### config.mk
export PLATFORM = sky130hd
export DESIGN_NAME = led_fade_driver_flat
export DESIGN_NICKNAME = d
export VERILOG_FILES = /design/src/rtl/led_fade_driver_if.sv /design/src/rtl/led_fade_driver.sv /design/src/flat_wrapper.sv
export SDC_FILE = /design/constraint.sdc
export NUM_CORES = 1
export LEC_CHECK = 0
export BUFFER_PORTS_ARGS = -buffer_cell sky130_fd_sc_hd__buf_4
export CORE_AREA = 4 4 138 140
export DETAILED_ROUTE_END_ITERATION = 12
export DIE_AREA = 0 0 142 144
export PLACE_DENSITY = 0.65
export REMOVE_ABC_BUFFERS = 1
export SLEW_MARGIN = 20
export SYNTH_ARGS = -nofsm -noshare
export SYNTH_HDL_FRONTEND = slang
export SYNTH_SLANG_ARGS = --single-unit
### constraint.sdc
create_clock -name CLK -period 2.99 [get_ports CLK]
set_input_delay 0.1495 -clock CLK [delete_from_list [all_inputs] [get_ports CLK]]
set_output_delay 0.1495 -clock CLK [all_outputs]
set_load 0.01 [all_outputs]
### src/rtl/led_fade_driver_if.sv
// Pin-side bundle of the LED fade driver: request vector in, pin drive and timing pulses out.
interface led_fade_driver_if #(
    parameter int N_LEDS = 10
);
    logic [N_LEDS-1:0] led_req;
    logic [N_LEDS-1:0] led_out;
    logic              pwm_wrap;
    logic              decay_tick;

    modport master (
        output led_req,
        input  led_out,
        input  pwm_wrap,
        input  decay_tick
    );

    modport slave (
        input  led_req,
        output led_out,
        output pwm_wrap,
        output decay_tick
    );
endinterface

### src/rtl/led_fade_driver.sv
// PWM LED driver with exponential comet-trail decay and per-pin polarity.
// Optional build macro GAMMA_EN: squared-brightness compare with one extra pipeline stage.
module led_fade_driver #(
    parameter int               N_LEDS          = 10,
    parameter int               PWM_BITS        = 8,
    parameter int               DECAY_DIV       = 12000,
    parameter int               DECAY_SHIFT     = 3,
    parameter logic [N_LEDS-1:0] ACTIVE_LOW_MASK = 10'b1110000011
) (
    input  logic             CLK,
    input  logic             RST,
    led_fade_driver_if.slave bus
);
    localparam int                    DIV_W    = (DECAY_DIV > 2) ? $clog2(DECAY_DIV) : 1;
    localparam logic [DIV_W-1:0]      DIV_LAST = DIV_W'(DECAY_DIV - 1);
    localparam logic [PWM_BITS-1:0]   MAX_V    = {PWM_BITS{1'b1}};
    localparam logic [PWM_BITS-1:0]   ZERO_V   = {PWM_BITS{1'b0}};
    localparam logic [PWM_BITS-1:0]   ONE_V    = PWM_BITS'(1);

    // Decay step is a fixed fraction of the current level, but never less than one LSB.
    function automatic logic [PWM_BITS-1:0] decay_next(input logic [PWM_BITS-1:0] b);
        logic [PWM_BITS-1:0] step;
        step = b >> DECAY_SHIFT;
        if (step == ZERO_V) begin
            step = ONE_V;
        end else begin
            step = step;
        end
        if (b == ZERO_V) begin
            return ZERO_V;
        end else begin
            return b - step;
        end
    endfunction

`ifdef GAMMA_EN
    function automatic logic [PWM_BITS-1:0] gamma_map(input logic [PWM_BITS-1:0] b);
        logic [2*PWM_BITS-1:0] sq;
        sq = {{PWM_BITS{1'b0}}, b} * {{PWM_BITS{1'b0}}, b};
        if (b == MAX_V) begin
            return MAX_V;
        end else begin
            return PWM_BITS'(sq >> PWM_BITS);
        end
    endfunction
`endif

    logic [PWM_BITS-1:0] pwm_cnt_r;
    logic [DIV_W-1:0]    div_cnt_r;
    logic                pwm_wrap_r;
    logic                decay_tick_r;
    logic [N_LEDS-1:0]   led_out_r;
    logic [PWM_BITS-1:0] bright_r   [N_LEDS];
    logic [PWM_BITS-1:0] bright_nxt_s [N_LEDS];
    logic [PWM_BITS-1:0] cmp_s      [N_LEDS];
    logic [N_LEDS-1:0]   on_s;

    // Next brightness per LED: request beats the registered decay tick, which beats hold.
    always_comb begin
        for (int i = 0; i < N_LEDS; i++) begin
            if (bus.led_req[i]) begin
                bright_nxt_s[i] = MAX_V;
            end else if (decay_tick_r) begin
                bright_nxt_s[i] = decay_next(bright_r[i]);
            end else begin
                bright_nxt_s[i] = bright_r[i];
            end
        end
    end

`ifdef GAMMA_EN
    logic [PWM_BITS-1:0] gamma_r [N_LEDS];

    // Gamma-corrected compare level, registered to keep the multiplier off the compare path.
    always_ff @(posedge CLK) begin
        for (int i = 0; i < N_LEDS; i++) begin
            if (RST) begin
                gamma_r[i] <= ZERO_V;
            end else begin
                gamma_r[i] <= gamma_map(bright_r[i]);
            end
        end
    end

    // Compare level taken from the gamma stage.
    always_comb begin
        for (int i = 0; i < N_LEDS; i++) begin
            cmp_s[i] = gamma_r[i];
        end
    end
`else
    // Compare level is the raw brightness.
    always_comb begin
        for (int i = 0; i < N_LEDS; i++) begin
            cmp_s[i] = bright_r[i];
        end
    end
`endif

    // Duty compare; a full-scale level stays lit through the MAX slot of the PWM period.
    always_comb begin
        on_s = {N_LEDS{1'b0}};
        for (int i = 0; i < N_LEDS; i++) begin
            on_s[i] = (cmp_s[i] == MAX_V) | (cmp_s[i] > pwm_cnt_r);
        end
    end

    // Counters, pulses, brightness state and polarity-corrected pin drive.
    always_ff @(posedge CLK) begin
        if (RST) begin
            pwm_cnt_r    <= ZERO_V;
            div_cnt_r    <= {DIV_W{1'b0}};
            pwm_wrap_r   <= 1'b0;
            decay_tick_r <= 1'b0;
            led_out_r    <= ACTIVE_LOW_MASK;
            for (int i = 0; i < N_LEDS; i++) begin
                bright_r[i] <= ZERO_V;
            end
        end else begin
            pwm_cnt_r    <= pwm_cnt_r + ONE_V;
            pwm_wrap_r   <= (pwm_cnt_r == MAX_V);
            decay_tick_r <= (div_cnt_r == DIV_LAST);
            if (div_cnt_r == DIV_LAST) begin
                div_cnt_r <= {DIV_W{1'b0}};
            end else begin
                div_cnt_r <= div_cnt_r + DIV_W'(1);
            end
            led_out_r <= on_s ^ ACTIVE_LOW_MASK;
            for (int i = 0; i < N_LEDS; i++) begin
                bright_r[i] <= bright_nxt_s[i];
            end
        end
    end

    assign bus.led_out    = led_out_r;
    assign bus.pwm_wrap   = pwm_wrap_r;
    assign bus.decay_tick = decay_tick_r;
endmodule
### src/flat_wrapper.sv
// flat-port wrapper written by rule: the top's interface ports become plain ports
module led_fade_driver_flat 
#(
    parameter int               N_LEDS          = 10,
    parameter int               PWM_BITS        = 8,
    parameter int               DECAY_DIV       = 12000,
    parameter int               DECAY_SHIFT     = 3,
    parameter logic [N_LEDS-1:0] ACTIVE_LOW_MASK = 10'b1110000011
)
  (CLK, RST, bus_led_req, bus_led_out, bus_pwm_wrap, bus_decay_tick);
  led_fade_driver_if #(.N_LEDS(N_LEDS)) bus_i ();
  input  logic CLK;
  input  logic RST;
  input wire logic [$bits(bus_i.led_req)-1:0] bus_led_req;
  output wire logic [$bits(bus_i.led_out)-1:0] bus_led_out;
  output wire logic [$bits(bus_i.pwm_wrap)-1:0] bus_pwm_wrap;
  output wire logic [$bits(bus_i.decay_tick)-1:0] bus_decay_tick;
  assign bus_i.led_req = bus_led_req;
  assign bus_led_out = bus_i.led_out;
  assign bus_pwm_wrap = bus_i.pwm_wrap;
  assign bus_decay_tick = bus_i.decay_tick;
  led_fade_driver #(.N_LEDS(N_LEDS), .PWM_BITS(PWM_BITS), .DECAY_DIV(DECAY_DIV), .DECAY_SHIFT(DECAY_SHIFT), .ACTIVE_LOW_MASK(ACTIVE_LOW_MASK)) u_core (.CLK(CLK), .RST(RST), .bus(bus_i));
endmodule
## Yosys cells after proc, flatten, opt, wreduce, memory -nomap -nowiden

Memory sizes are Yosys's and may differ from the RTL's.
Cells that the tools add are included.
Widths: inputs -> output; s select.

| operators by class | value |
|---|---|
| add/subtract/negate cells | 12 |
| magnitude comparators | 10 |
| eq/ne operators | 12 |
| muxes and demuxes | 73 |
| bitwise operators | 21 |
| reduce and logical (&&, ||, !) cells | 21 |

Operator list:

| operator | count |
|---|---|
| $mux 8 | 60 |
| $logic_not 8->1 | 20 |
| $eq 8x8->1 const B | 11 |
| $gt 8x8->1 | 10 |
| $sub 8x8->8 | 10 |
| $mux 5 | 10 |
| $or 1x1->1 | 20 |
| $add 14x1->14 const B | 1 |
| $eq 14x14->1 const B | 1 |
| $add 8x1->8 const B | 1 |
| $not 5->5 | 1 |
| $mux 1 | 3 |
| $reduce_or 2->1 | 1 |

| storage, ports and cells | value |
|---|---|
| bits in registers | 34 |
| RAM bits | 80 |
| output and inout port bits | 12 |
| memories | 1 |

Memory list:

| name | words | width | read ports | clocked after Yosys merged registers in | write ports | line | text |
|---|---|---|---|---|---|---|---|
| u_core.bright_r | 10 | 8 | 10 | 0 | 10 | led_fade_driver.sv:53 | `logic [PWM_BITS-1:0] bright_r [N_LEDS];` |

## Depth between registers and ports, before layout

An unclocked memory read counts as a cell.

| logic depth | value |
|---|---|
| depth after elaboration | 10 |
| gate-level depth with buffers | 10 |

## Least setup slack after synthesis

OpenSTA, ideal clock, no wires.

| timing | value |
|---|---|
| path type | flip-flop to flip-flop |
| start point | memory u_core.bright_r[1][4], in the netlist u_core.bright_r[0][12] |
| end point | memory u_core.bright_r[1][6], in the netlist u_core.bright_r[0][14] |
| library setup time | 0.120 ns |
| arrival time | 2.315 ns |
| data required time | 2.870 ns |
| path slack | 0.555 ns |
| cell stages (with the launch flop) | 11 |
| path buffers | 0 |
| period minus slack after synthesis | 2.435 ns |
| cell sequence | dfxtp_1 -> or4_4 -> nand2b_1 -> ha_1 -> inv_1 -> fa_1 -> a21oi_1 -> o21ai_0 -> o21ai_2 -> a21oi_1 -> o31a_1 |

RTL lines:

| item | line |
|---|---|
| start, declared | led_fade_driver.sv:53 |

==> reports/results.tsv <==
metric	value	unit
period_needed	2660	ps
mappedNetlistArea	8760	sq um
syn_inst	1044	
grt_pass1_wl	36600	um
yosysWarnings	0	
ant_nets	0	
synth-seq-cells	114	
nFillCells	1666	
cp.buffers_inverters	1	
cts_buffer_depth	2	
ctsResizeCount	0	
setup_violations	0	
vias	7919	
cts_setup_buffers	0	
path_delay_family	compound AO/OA/AOI/OAI gates	
synth-edff-count	0	
yosysSeqAreaShare	26.0	%
synth.avg_cell_area	8.39	sq um
crit_chain	or4_4 -> nand2b_1 -> ha_1 -> inv_1 -> fa_1 -> a21oi_1 -> o21ai_0 -> o21ai_2 -> a21oi_1 -> o31a_1	
nets	1244	
dp.final_hpwl	15100	um
area_delta_synth_final	12.7	%
vdd.ir_drop.worst	0.000423	V
clk_pin_slew	60	ps
cap_violations	0	
totalNegativeSetupSlack	0	ps
tightest_slew	726	ps
skew	9.33	ps
drtIter0Drc	377	
yosysUniqueCellTypes	50	
grt_pass1_vias	7675	
leakagePower	3.96	nW
top_level_ports	24	
start_util	49.1	%
cts_hold_buf	5	
rsz0062_at_grt	false	
final_core_util	55.3	%
cts_max_level	4	
final_cells	1322	
multi_input_area	6080	sq um
rows	49	
grt-ovfl-total	0	
period_share	89.0	%
cp-end-kind	register	
routed_wl	21400	um
outcome	finished, final reports clean	
cpPeakStageDelay	560	ps
crit_required	3300	ps
cp_max_fo	6	
grt_usage	21.6	%
io_buffers	23	
cp_slowest_cell	or4_4	
die_h	144	um
layout-drive-gt1-share	10.2	%
clock_sinks	114	
antenna_found_initial	0	
hold_violations	0	
regArea	2280	sq um
total_power	0.00486	W
maxSlewViolCount	0	
cts_tree	yes	
cts_buffers	17	
layout_commonest_cell	ha_1	
synth_flop_cell	dfxtp_1	
critPathKind	reg2reg	
dieWidth	142	um
finalWeightedCongestion	0.822	
power_density	492	nW/um^2
cp-start-kind	register	
detail_route.wl_per_cell	16.2	um
diodes	0	
coreArea	17800	sq um
die_area	20400	sq um
cp.arrival	2970	ps
ys_async_sr_fraction	0	%
clk-insertion-delay-late	420	ps
mostFrequentLayoutCells	142 x ha_1, 113 x dfxtp_1, 111 x nor2_1	
first_pass_iters	5	
crit_path_frequent_cell	a21oi_1	
worstHoldPathType	in2reg	
cts-root-buf	clkbuf_16	
timing.fmax	376	MHz
maxSlewHeadroom	51.6	%
drc	0	
via_per_inst	5.99	
dp.cells	1285	
grt_max_degree	45	
==> worst paths after layout <==
check | startpoint | end | slack, ps | depth (start not counted)
setup reg to reg | u_core.bright_r[1][12] | u_core.bright_r[1][14] | 330 | 10
hold reg to reg | u_core.div_cnt_r[0] | u_core.div_cnt_r[0] | 460 | 1
setup / recovery | u_core.bright_r[1][12] | u_core.bright_r[1][14] | 330 | 10
hold / removal | bus_led_req[9] | u_core.bright_r[2][11] | 20 | 3
==> synthesized netlist by cell type, types with 5 or more instances <==
cell       count  area share [%]
ha_1         142              20
a2111oi_0      9            0.90
nand2b_1      10            0.71
a21o_1         7            0.60
xnor2_1       13             1.3
or3_1         15             1.1
dfxtp_1      114              26
o211ai_1      10            0.86
clkbuf_1      19            0.81
nor3_1        19             1.1
inv_1         77             3.3
nor2_1       111             4.8
o21ai_1        8            0.46
o21ai_2       15             1.5
nand4_1       34             2.4
nand2_1       40             1.7
or4_4          8             1.0
o21a_1        19             1.6
a21oi_1       76             4.3
a31oi_1       17             1.2
fa_1          10             2.3
a311oi_1       8            0.80
o31a_1        20             2.0
or4_1         15             1.3
nand3_1       21             1.2
o221ai_1       5            0.50
nor2b_1       29             2.1
a221oi_1      29             2.9
o41ai_1        5            0.50
and2_1         7            0.50
o21ai_0       38             2.2
nor4_1        16             1.1
buf_2          5            0.29
or2_2         13            0.93
o31ai_1        7            0.60
xor2_1        14             1.4
a211oi_1      10            0.86
==> final cells by class <==
type                    instances  share of cell area, %
repair buffers                 45                   3.68
flip-flops and latches        114                   23.1
clock buffers                  18                   4.45
multi-input cells             824                   61.5
well taps                     229                   2.90
inverters                      78                   2.97
clock inverters                14                   1.34
==> per-layer routing <==
metal	wire (um)	vias to the layer above	track usage (%)	part of all wire [%]
met5	0	-	0	0
met4	208	0	5.66	0.97
met3	584	16	3.67	2.7
met2	10100	124	36.8	47
met1	10500	3769	28.4	49
li1	-	4010	-	-
==> where the power goes <==
group | internal [W] | switching, W | total (W)
Combinational | 0.000517 | 0.000619 | 0.00114
Sequential | 0.00162 | 0.000137 | 0.00176
Clock | 0.00117 | 0.000796 | 0.00197
==> worst register-to-register path: cells and delay by family, from the launching register on <==
kind	cells	cell delay, ps
DFF	1	370
adders and majority gates	2	550
buffers and inverters	1	50
AOI/OAI and AO/OA	5	900
and+or+nand+nor	2	690
==> flip-flops by register name (all words and copies together), names as in the netlist <==
signal,cells
u_core.bright_r,80
u_core.bus.led_out,10
u_core.bus.pwm_wrap,1
u_core.pwm_cnt_r,8
u_core.div_cnt_r,14
u_core.bus.decay_tick,1
==> through the flow <==
step | instance area, sq um | setup slack (ps) | hold slack [ps]
after floorplan | 8650 | 410 | 216
after global placement | 9250 | 446 | 429
after detailed placement | 9250 | 392 | 432
after CTS | 9870 | 374 | 6.28
after global routing | 9870 | 196 | 5.34
final | 9870 | 328 | 17.0
==> logic make-up after synthesis <==
logic type,synth area share (%)
AOI/OAI and AO/OA,23.2
DFF,26.0
muxes,0.228
and+or+nand+nor,20.6
adders and majority gates,22.6
xor gates and xnor gates,2.70
buffers and inverters,4.61
(Power assumes the default switching activity.)
